`config.mk`:
```
export PLATFORM = sky130hd
export DESIGN_NAME = hazard_ctrl
export DESIGN_NICKNAME = d
export VERILOG_FILES = /design/src/rtl/hazard_ctrl.sv
export SDC_FILE = /design/constraint.sdc
export NUM_CORES = 1
export LEC_CHECK = 0
export CAP_MARGIN = 20
export CORE_MARGIN = 2
export CORE_UTILIZATION = 30
export DETAILED_ROUTE_END_ITERATION = 6
export PLACE_DENSITY = 0.51
export SLEW_MARGIN = 30
export SYNTH_ARGS = -nofsm -noshare
export SYNTH_HDL_FRONTEND = slang
export SYNTH_SLANG_ARGS = --single-unit
```
`constraint.sdc`:
```
create_clock -name clk -period 4.9 [get_ports clk]
set_input_delay 0.49 -clock clk [delete_from_list [all_inputs] [get_ports clk]]
set_output_delay 0.49 -clock clk [all_outputs]
set_load 0.02 [all_outputs]
```
`src/rtl/hazard_ctrl.sv`:
```
// hazard_ctrl: tracks in-flight GPR writers in an E/M/W shadow pipeline with
// per-entry Tnew, compares them against decode Tuse to drive operand forward
// selects and the decode stall, and owns the HI/LO multiply/divide busy counter.
module hazard_ctrl #(
    parameter int unsigned REG_W   = 5,
    parameter int unsigned MUL_LAT = 5,
    parameter int unsigned DIV_LAT = 10,
    parameter int unsigned CNT_W   = 4
) (
    input  logic             clk,
    input  logic             rst_n,
    input  logic             d_valid_i,
    input  logic [REG_W-1:0] d_rs_i,
    input  logic [REG_W-1:0] d_rt_i,
    input  logic [1:0]       d_tuse_rs_i,
    input  logic [1:0]       d_tuse_rt_i,
    input  logic             d_we_i,
    input  logic [REG_W-1:0] d_a3_i,
    input  logic [1:0]       d_tnew_i,
    input  logic             d_md_start_i,
    input  logic             d_md_div_i,
    input  logic             d_md_use_i,
    output logic             stall_o,
    output logic [1:0]       fwd_rs_d_o,
    output logic [1:0]       fwd_rt_d_o,
    output logic [1:0]       fwd_rs_e_o,
    output logic [1:0]       fwd_rt_e_o,
    output logic             fwd_rt_m_o,
    output logic             md_busy_o
);

    localparam logic [CNT_W-1:0] MulLat = CNT_W'(MUL_LAT);
    localparam logic [CNT_W-1:0] DivLat = CNT_W'(DIV_LAT);

    // E stage shadow
    logic             e_we_q, e_we_d;
    logic [REG_W-1:0] e_a3_q, e_a3_d;
    logic [1:0]       e_tnew_q, e_tnew_d;
    logic [REG_W-1:0] e_rs_q, e_rs_d;
    logic [REG_W-1:0] e_rt_q, e_rt_d;
    logic             e_md_start_q, e_md_start_d;
    logic             e_md_div_q, e_md_div_d;
    // M stage shadow
    logic             m_we_q, m_we_d;
    logic [REG_W-1:0] m_a3_q, m_a3_d;
    logic [1:0]       m_tnew_q, m_tnew_d;
    logic [REG_W-1:0] m_rt_q, m_rt_d;
    // W stage shadow; its Tnew is always 0 (max Tnew is 2), so it is not stored
    logic             w_we_q, w_we_d;
    logic [REG_W-1:0] w_a3_q, w_a3_d;
    // HI/LO busy counter
    logic [CNT_W-1:0] cnt_q, cnt_d;

    function automatic logic hit(input logic we, input logic [REG_W-1:0] a3,
                                 input logic [REG_W-1:0] r);
        return we && (a3 == r) && (r != '0);
    endfunction

    // A source must wait if a matching in-flight writer produces after it is consumed
    function automatic logic src_stall(input logic [REG_W-1:0] r, input logic [1:0] tuse,
                                       input logic ew, input logic [REG_W-1:0] ea,
                                       input logic [1:0] et, input logic mw,
                                       input logic [REG_W-1:0] ma, input logic [1:0] mt);
        return (tuse != 2'd3) &&
               ((hit(ew, ea, r) && (et > tuse)) || (hit(mw, ma, r) && (mt > tuse)));
    endfunction

    logic stall_rs, stall_rt, stall_md;

    // Stall decision and pipeline next-state
    always_comb begin
        stall_rs = src_stall(d_rs_i, d_tuse_rs_i, e_we_q, e_a3_q, e_tnew_q,
                             m_we_q, m_a3_q, m_tnew_q);
        stall_rt = src_stall(d_rt_i, d_tuse_rt_i, e_we_q, e_a3_q, e_tnew_q,
                             m_we_q, m_a3_q, m_tnew_q);
        stall_md = d_md_use_i && (e_md_start_q || md_busy_o);
        stall_o  = d_valid_i && (stall_rs || stall_rt || stall_md);

        // Stalled or empty D enters E as a bubble so its write is tracked once
        if (d_valid_i && !stall_o) begin
            e_we_d       = d_we_i;
            e_a3_d       = d_a3_i;
            e_tnew_d     = d_tnew_i;
            e_rs_d       = d_rs_i;
            e_rt_d       = d_rt_i;
            e_md_start_d = d_md_start_i;
            e_md_div_d   = d_md_div_i;
        end else begin
            e_we_d       = 1'b0;
            e_a3_d       = '0;
            e_tnew_d     = 2'd0;
            e_rs_d       = '0;
            e_rt_d       = '0;
            e_md_start_d = 1'b0;
            e_md_div_d   = 1'b0;
        end

        m_we_d   = e_we_q;
        m_a3_d   = e_a3_q;
        m_tnew_d = (e_tnew_q == 2'd0) ? 2'd0 : e_tnew_q - 2'd1;
        m_rt_d   = e_rt_q;
        w_we_d   = m_we_q;
        w_a3_d   = m_a3_q;

        // A new mult/div leaving E reloads even if the unit is still busy
        if (e_md_start_q) begin
            cnt_d = e_md_div_q ? DivLat : MulLat;
        end else if (cnt_q != '0) begin
            cnt_d = cnt_q - 1'b1;
        end else begin
            cnt_d = cnt_q;
        end
    end

    // Shadow pipeline and busy counter state
    always_ff @(posedge clk or negedge rst_n) begin
        if (!rst_n) begin
            e_we_q       <= 1'b0;
            e_a3_q       <= '0;
            e_tnew_q     <= 2'd0;
            e_rs_q       <= '0;
            e_rt_q       <= '0;
            e_md_start_q <= 1'b0;
            e_md_div_q   <= 1'b0;
            m_we_q       <= 1'b0;
            m_a3_q       <= '0;
            m_tnew_q     <= 2'd0;
            m_rt_q       <= '0;
            w_we_q       <= 1'b0;
            w_a3_q       <= '0;
            cnt_q        <= '0;
        end else begin
            e_we_q       <= e_we_d;
            e_a3_q       <= e_a3_d;
            e_tnew_q     <= e_tnew_d;
            e_rs_q       <= e_rs_d;
            e_rt_q       <= e_rt_d;
            e_md_start_q <= e_md_start_d;
            e_md_div_q   <= e_md_div_d;
            m_we_q       <= m_we_d;
            m_a3_q       <= m_a3_d;
            m_tnew_q     <= m_tnew_d;
            m_rt_q       <= m_rt_d;
            w_we_q       <= w_we_d;
            w_a3_q       <= w_a3_d;
            cnt_q        <= cnt_d;
        end
    end

    // Newest ready producer wins; a not-yet-ready match falls through to older stages
    function automatic logic [1:0] sel_d(input logic [REG_W-1:0] r,
                                         input logic ew, input logic [REG_W-1:0] ea,
                                         input logic [1:0] et, input logic mw,
                                         input logic [REG_W-1:0] ma, input logic [1:0] mt,
                                         input logic ww, input logic [REG_W-1:0] wa);
        if (hit(ew, ea, r) && (et == 2'd0)) return 2'd3;
        if (hit(mw, ma, r) && (mt == 2'd0)) return 2'd1;
        if (hit(ww, wa, r))                 return 2'd2;
        return 2'd0;
    endfunction

    // Forward selects for D, E and M consumers
    always_comb begin
        md_busy_o  = (cnt_q != '0);
        fwd_rs_d_o = sel_d(d_rs_i, e_we_q, e_a3_q, e_tnew_q, m_we_q, m_a3_q, m_tnew_q,
                           w_we_q, w_a3_q);
        fwd_rt_d_o = sel_d(d_rt_i, e_we_q, e_a3_q, e_tnew_q, m_we_q, m_a3_q, m_tnew_q,
                           w_we_q, w_a3_q);
        // E consumers never see E as a source; the E shadow is disabled here
        fwd_rs_e_o = sel_d(e_rs_q, 1'b0, '0, 2'd0, m_we_q, m_a3_q, m_tnew_q,
                           w_we_q, w_a3_q);
        fwd_rt_e_o = sel_d(e_rt_q, 1'b0, '0, 2'd0, m_we_q, m_a3_q, m_tnew_q,
                           w_we_q, w_a3_q);
        fwd_rt_m_o = hit(w_we_q, w_a3_q, m_rt_q);
    end

endmodule

```
==> run metrics, run 1 <==
outcome=finished clean; IO Count=39; startpoint types=primary input; GRT Residual Overflow=0; PostCTS Resize Cnt=0; Max VDD drop=0.1261 mV; Worst slew margin=0.6462; fin crit period=3359 ps; Post-DP HPWL=4447 µm; layout cells sized above 1=0.1215; first-pass iteration count of the detailed router=4; crit path DAT=2870 ps; DP Area=3030 µm²; crit share post-route=0.6855; Max Clock Freq=297.7 MHz; DR iter-0 viols=36; TritonCTS clock tree=done; Final setup viols=0; Post-route DRC=0; top post-synthesis cells by count=dfrtp_1 (43), xnor2_1 (36), inv_1 (29); largest net degree at the start of global routing=44; number of CTS-inserted buffers=5; Detailed Route WL=5796 µm; CORE AREA=8258 µm²; Hold Crit Class=primary input to asynchronous set/reset pin; syn avg cell area=10.14 µm²; Mapped Cells=254; Post-synth EDFFs=0; via count=1,846; PD cells=301.9 nW/µm²; Leak=1.327 nW; Layout Cell Area excl Fill=3126 µm²; # H-tree levels=2; Critical Path Fanout Max=5; Avg WL per Cell=14.75 µm; initial antenna violation count=0; CTS max path bufs=2; Cell Area, Synth=2576 µm²; overall global routing resource usage=0.1333; Syn Nets=292; area of the die=9345 µm²; post-route ant nets=0; Max Cap Violations=0; # port buffers=38; area share of the largest cell type after synthesis=0.4177; hold_ws=164.4 ps; Via density=4.697; routability-driven placement congestion ratio=0.8058; data required time at the worst endpoint=4410 ps; post-cts hold buffer count=0; kind of critical path=primary input to primary output; Starting Density=0.3120; die width=96.67 µm; Clock Tree Root=clkbuf_8; clk_skew=10.06 ps; Area growth, synth to finish=21.32%; Hold Fails Final Rpt=0; fraction of registers with async set/reset=1.000; #FFs+latches synth=43; synth top area cells=dfrtp_1 (42%), xnor2_1 (12%), nor3_2 (7.8%); Clock transition at path regs=90 ps; Max Transition Viols Final=0; setup bufs post-CTS=0; Sink Count=43; most common cell in the netlist=dfrtp_1; measured slew at the worst slew-check pin=530.7 ps; fin nets=325; Die H=96.67 µm; area leader, netlist=dfrtp_1; Skew-Pair Late Insertion Delay=300 ps; vias in the first global route=1,987; Setup TNS=0 ps; RSZ-0062 raised after global routing=false; global-route wire length before repair=10,010 µm; endpoint class of the critical path=primary output; n_diodes=0; Most used DFF post-synth=dfrtp_1; Std-Cell Rows=33; post-synth cell types=39; synth warn=0; Seq/Total Area, Yosys=0.4177
## critical path: stages
cell and delay (ps):
clkdlybuf4s50_1 550, nor4_1 440, nor3_1 90, o21ai_1 340, nor2_1 70, o21ai_0 240
clkdlybuf4s50_1 650
## cell type report
type | count | area (µm²)
Clock buffer | 5 | 68.82
Timing Repair Buffer | 39 | 385.4
Multi-Input combinational cell | 169 | 1331
Inverter | 29 | 108.9
Clock inverter | 3 | 23.77
Sequential cell | 43 | 1076
Tap cell | 105 | 131.4
Fill cell | 852 | 5132
## logic make-up after synthesis
kind of cell / synth area share
AO/OA/AOI/OAI: 0.05537
XOR/XNOR: 0.1836
flip-flops: 0.4177
buffers and inverters: 0.06799
multiplexers: 0.008256
adder cells (fa/ha/maj): 0.04857
AND/OR/NAND/NOR: 0.2186
## power by group
| part | internal (W) | switching (W) | total, W |
|---|---|---|---|
| Sequential | 0.000396 | 0.0000501 | 0.000446 |
| Clock | 0.000102 | 0.000132 | 0.000234 |
| Combinational | 0.000135 | 0.000129 | 0.000264 |
| Total | 0.000633 | 0.000311 | 0.000944 |
## sequential cells by signal, summed over array words and instances, names as in the netlist
register and count:
m_rt_q 5, e_we_q 1, m_tnew_q 2, m_a3_q 5, e_rt_q 5, e_tnew_q 2, e_md_div_q 1, cnt_q 4
w_we_q 1, e_md_start_q 1, w_a3_q 5, e_rs_q 5, e_a3_q 5, m_we_q 1
## routing by layer
metal,global-route usage,routed length [µm],up-vias
met3,0.01806,150,6
met2,0.2404,2989,32
met4,0.04334,85,0
li1,-,-,916
met1,0.1636,2571,892
met5,0,0,-
## path summary, 6_finish.rpt
path | to | startpoint | slack (ps) | cells after the start
max in group asynchronous | m_tnew_q[0] | rst_n | 4370 | 1
worst max-delay path | fwd_rs_d_o[1] | d_rs_i[3] | 1540 | 7
worst min-delay path | e_a3_q[4] | rst_n | 160 | 1
worst max register to register | e_rs_q[1] | cnt_q[0] | 2660 | 8
worst min register to register | m_we_q | e_we_q | 440 | 0
min in group clk | m_we_q | e_we_q | 440 | 0
## cell usage in the layout, fill, tap and decap left out, types with 2 or more instances in the layout
cell              n
a21oi_1           4
a22oi_1           3
and2_1            5
buf_4             2
clkbuf_8          5
clkdlybuf4s50_1  37
clkinvlp_4        2
dfrtp_1          43
ha_1             10
inv_1            29
nand2_1           6
nand2b_1          2
nand4_1           9
nor2_1            9
nor2b_1           6
nor3_1            5
nor3_2           20
nor4_1           11
o21ai_0           4
or4_1             4
xnor2_1          36
xor2_1           18
## per-stage QoR
step | worst slack (ps) | cells | power (W) | util
5_1_grt | 1316 | 393 | 0.001007 | 0.3785
3_5_place_dp | 1465 | 385 | 0.0007213 | 0.3670
6_report | 1541 | 393 | 0.0009436 | 0.3785
3_3_place_gp | 1456 | 385 | 0.0007171 | 0.3670
4_1_cts | 1476 | 393 | 0.0009563 | 0.3782
2_1_floorplan | 2474 | 254 | 0.0006368 | -
No activity file was read; power rests on OpenSTA's default activity.
==> run 2: changes to the inputs <==
- clock period: 4.9 -> 3.4 ns (I/O delays scaled with it)
==> run metrics, run 2 (synthesis gave the netlist of run 1 again) <==
n_diodes=0; startpoint types=primary input; outcome=finished clean; area of the die=9345 µm²; Sink Count=43; endpoint class of the critical path=primary output; number of CTS-inserted buffers=5; largest net degree at the start of global routing=44; measured slew at the worst slew-check pin=532.8 ps; Post-route DRC=0; met2 Track Usage GR=0.2340; Sw Share=0.3282; via count=1,832; Clock Power Share=0.246; GRT Max-Usage Layer=met2; sequential share of power=0.473; most frequent cells in the layout=dfrtp_1 (43), clkdlybuf4s50_1 (37), xnor2_1 (36), inv_1 (29), nor3_2 (20); crit path DAT=2870 ps; Max Transition Viols Final=0; hold_ws=17.50 ps; overall global routing resource usage=0.1347; Comb power frac=0.281; Starting Density=0.3120; IO Count=39; post-route ant nets=0; Max VDD drop=0.2011 mV; Via density=4.662; initial antenna violation count=0; CORE AREA=8258 µm²; number of cells on the critical path=7; fin crit period=3212 ps; cell-internal power=0.0009123 W; Std-Cell Rows=33; crit-path cells=clkdlybuf4s50_1 -> xor2_1 -> nor4_1 -> nand4b_1 -> o22a_1 -> a21boi_0 -> clkdlybuf4s50_1; RSZ-0062 raised after global routing=false; CTS max path bufs=2; Crit path largest cell delay=630 ps; Setup TNS=0 ps; PostCTS Resize Cnt=0; Max Cap Violations=0; data required time at the worst endpoint=3060 ps; Critical Path Most Common Cell=clkdlybuf4s50_1; Post-Layout Cell Count=393; Hold Crit Class=primary input to asynchronous set/reset pin; PD cells=434.5 nW/µm²; TritonCTS clock tree=done; DP Worst Slack=153.0 ps; # fillers=864; Skew-Pair Late Insertion Delay=300 ps; die width=96.67 µm; met1 GRT Util=0.1690; Critical Path Fanout Max=5; Clock transition at path regs=90 ps; fin nets=325; Avg WL per Cell=14.78 µm; setup bufs post-CTS=0; clk_skew=11.11 ps; Area growth, synth to finish=21.32%; Final setup viols=0; layout cells sized above 1=0.1215; post-cts hold buffer count=0; Final Power=0.001358 W; # port buffers=38; Bufs and invs on worst path=2; vias in the first global route=1,955; # H-tree levels=2; commonest non-fill, non-tap cell in the layout=dfrtp_1; Cells after DPL=385; Worst slew margin=0.6448; Hold Fails Final Rpt=0; NetSw=0.0004458 W; first-pass iteration count of the detailed router=4; Clock Tree Root=clkbuf_8; global-route wire length before repair=10,120 µm; Max Clock Freq=311.3 MHz; setup slack after layout=187.8 ps; Leak=1.327 nW; kind of critical path=primary input to primary output; Detailed Route WL=5807 µm; routability-driven placement congestion ratio=0.8033; Post-DP HPWL=4450 µm; slowest CP cell=clkdlybuf4s50_1; GRT Residual Overflow=0; GR Util met3=0.02384; crit share post-route=0.9448; delay-heaviest family, CP=buffers and inverters; Die H=96.67 µm; DR iter-0 viols=65; FF-to-FF path depth=8
run 2: power by group through the flow:
stage	registers (W)	logic, W	clock network (W)
2_1_floorplan	0.000622	0.000295	0
3_3_place_gp	0.000655	0.000379	0
3_5_place_dp	0.000653	0.000386	0
4_1_cts	0.000643	0.000387	0.000346
5_1_grt	0.000653	0.000429	0.000370
6_report	0.000642	0.000382	0.000334
run 2: path summary, 6_finish.rpt:
kind / from / to / slack [ps]
min reg2reg: e_a3_q[0] / m_a3_q[0] / 450
max reg2reg: cnt_q[0] / e_a3_q[2] / 1170
max: d_rs_i[4] / stall_o / 190
min in group clk: e_a3_q[0] / m_a3_q[0] / 450
max in group asynchronous: rst_n / m_we_q / 3020
min: rst_n / e_a3_q[3] / 20
run 2: metrics by stage:
step | util | cell area (µm²)
floorplan | - | 2576
global placement | 0.3670 | 3030
detailed placement | 0.3670 | 3030
CTS | 0.3782 | 3123
global route | 0.3785 | 3126
finish | 0.3785 | 3126
run 2: area by class of cell:
| cell class | count | area, µm² | area share |
|---|---|---|---|
| Clock inverter | 3 | 23.77 | 0.007606 |
| Clock buffer | 5 | 68.82 | 0.02202 |
| Inverter | 29 | 108.9 | 0.03483 |
| Tap cell | 105 | 131.4 | 0.04203 |
| Multi-Input combinational cell | 169 | 1331 | 0.4259 |
| Timing Repair Buffer | 39 | 385.4 | 0.1233 |
| Sequential cell | 43 | 1076 | 0.3443 |
run 2: metal layers:
metal  part of all wire  vias to the layer above  wire length, µm
met5                  0                        -                0
met3              0.028                        9              162
met4              0.020                        0              114
met2               0.51                       30             2963
li1                   -                      918                -
met1               0.44                      875             2567
run 2: worst reg2reg max path: stages, from the launching register on:
cell	delay, ps
dfrtp_1	380
inv_1	110
ha_1	150
nor2b_1	160
nor2b_1	260
inv_1	130
o21a_1	200
or3_4	540
nor3_2	220
==> run 3: changes to the inputs <==
- PLACE_DENSITY: 0.51 -> 0.59
==> run metrics, run 3 (synthesis gave the netlist of run 1 again) <==
outcome=finished clean; routability-driven placement congestion ratio=0.8947; data required time at the worst endpoint=3060 ps; Critical Path Most Common Cell=clkdlybuf4s50_1; # port buffers=38; number of CTS-inserted buffers=5; Final setup viols=0; Clock Tree Root=clkbuf_8; Critical Path Fanout Max=3; most frequent cells in the layout=dfrtp_1 (43), clkdlybuf4s50_1 (37), xnor2_1 (36), inv_1 (29), nor3_2 (20); footprint of the multi-input gates=1331 µm²; Final Power=0.001445 W; fin nets=326; via count=1,854; Skew-Pair Late Insertion Delay=300 ps; Hold Fails Final Rpt=0; Post-DP HPWL=4436 µm; post-route ant nets=0; Starting Density=0.3120; Clock transition at path regs=80 ps; fin crit period=3054 ps; Max Clock Freq=327.4 MHz; crit path DAT=2710 ps; crit-path cells=clkdlybuf4s50_1 -> inv_1 -> ha_1 -> a22oi_1 -> o21ai_0 -> nor4_1 -> nor3_1 -> a21boi_0 -> clkdlybuf4s50_1; Std-Cell Rows=33; met2 Track Usage GR=0.2142; TritonCTS clock tree=done; measured slew at the worst slew-check pin=544.7 ps; Setup TNS=0 ps; CORE AREA=8258 µm²; kind of critical path=primary input to primary output; area of the die=9345 µm²; layout cells sized above 1=0.1246; n_diodes=0; Layout Cell Area excl Fill=3179 µm²; crit share post-route=0.8983; Clock Power Share=0.293; sequential cell area=1076 µm²; vias in the first global route=1,935; CTS max path bufs=2; cell-internal power=0.001009 W; Avg WL per Cell=14.37 µm; Max Cap Violations=0; met1 GRT Util=0.1575; Cells after DPL=386; Max VDD drop=0.2194 mV; global-route wire length before repair=9618 µm; slowest CP cell=clkdlybuf4s50_1; # fillers=853; PostCTS Resize Cnt=0; startpoint types=primary input; endpoint class of the critical path=primary output; Crit path largest cell delay=630 ps; Detailed Route WL=5661 µm; Area growth, synth to finish=23.41%; fin util=0.3850; commonest non-fill, non-tap cell in the layout=dfrtp_1; # H-tree levels=2; GR Util met3=0.02818; Sw Share=0.3019; RSZ-0062 raised after global routing=false; GRT Residual Overflow=0; Worst slew margin=0.6369; clk_skew=8.153 ps; Leak=1.359 nW; Via density=4.706; Post-Layout Cell Count=394; largest net degree at the start of global routing=24; IO Count=39; Sink Count=43; overall global routing resource usage=0.1288; Die H=96.67 µm; first-pass iteration count of the detailed router=4; sequential share of power=0.445; GRT Max-Usage Layer=met2; Max Transition Viols Final=0; NetSw=0.0004363 W; PD cells=454.6 nW/µm²; Comb power frac=0.263; Hold Crit Class=primary input to asynchronous set/reset pin; post-cts hold buffer count=0; initial antenna violation count=0; setup bufs post-CTS=0; die width=96.67 µm; DP Area=3058 µm²; Post-route DRC=0; DR iter-0 viols=68
run 3: cell count changes in the layout (fill, tap and decap cells not counted):
cell        previous run  this run
clkinvlp_4             2         0
buf_16                 0         1
buf_2                  0         1
buf_4                  2         1
bufinv_16              0         1
clkbuf_8               5         6
run 3: power groups by stage:
stage                     Combinational [W]  Clock (W)  Sequential [W]
after detailed placement           0.000386          0        0.000655
after global placement             0.000373          0        0.000653
after floorplan                    0.000295          0        0.000622
final                              0.000379   0.000423        0.000643
after CTS                          0.000387   0.000434        0.000645
after global routing               0.000424   0.000458        0.000654
run 3: area by class of cell:
type	instances	area share
clock inverters	2	0.01220
repair buffers	40	0.1291
clock buffers	6	0.02597
well taps	105	0.04132
multi-input cells	169	0.4187
inverters	29	0.03424
flip-flops and latches	43	0.3384
run 3: through the flow:
stage	setup slack, ps	hold WS, ps
final	345.7	23.08
after detailed placement	341.1	356.0
after global routing	186.8	43.71
after CTS	328.1	33.04
after global placement	316.9	426.8
after floorplan	1155	44.41
run 3: final timing paths:
kind,slack (ps),to,start,depth (start not counted)
max in group asynchronous,2890,m_a3_q[3],rst_n,2
max,350,stall_o,d_tuse_rt_i[1],9
max reg2reg,1140,e_tnew_q[0],cnt_q[0],8
min,20,e_md_start_q,rst_n,1
min in group clk,450,m_we_q,e_we_q,0
min reg2reg,450,m_we_q,e_we_q,0
run 3: routing by layer:
layer  share of wire  vias to the layer above
met1            0.45                      881
met2            0.49                       35
met4           0.032                        0
li1                -                      925
met5               0                        -
met3           0.031                       13
run 3: worst max-delay path, delay by kind of cell:
family | cells | cell delay [ps]
compound gates | 3 | 450
fa+ha+maj | 1 | 300
buf+inv | 3 | 1200
simple gates | 2 | 430
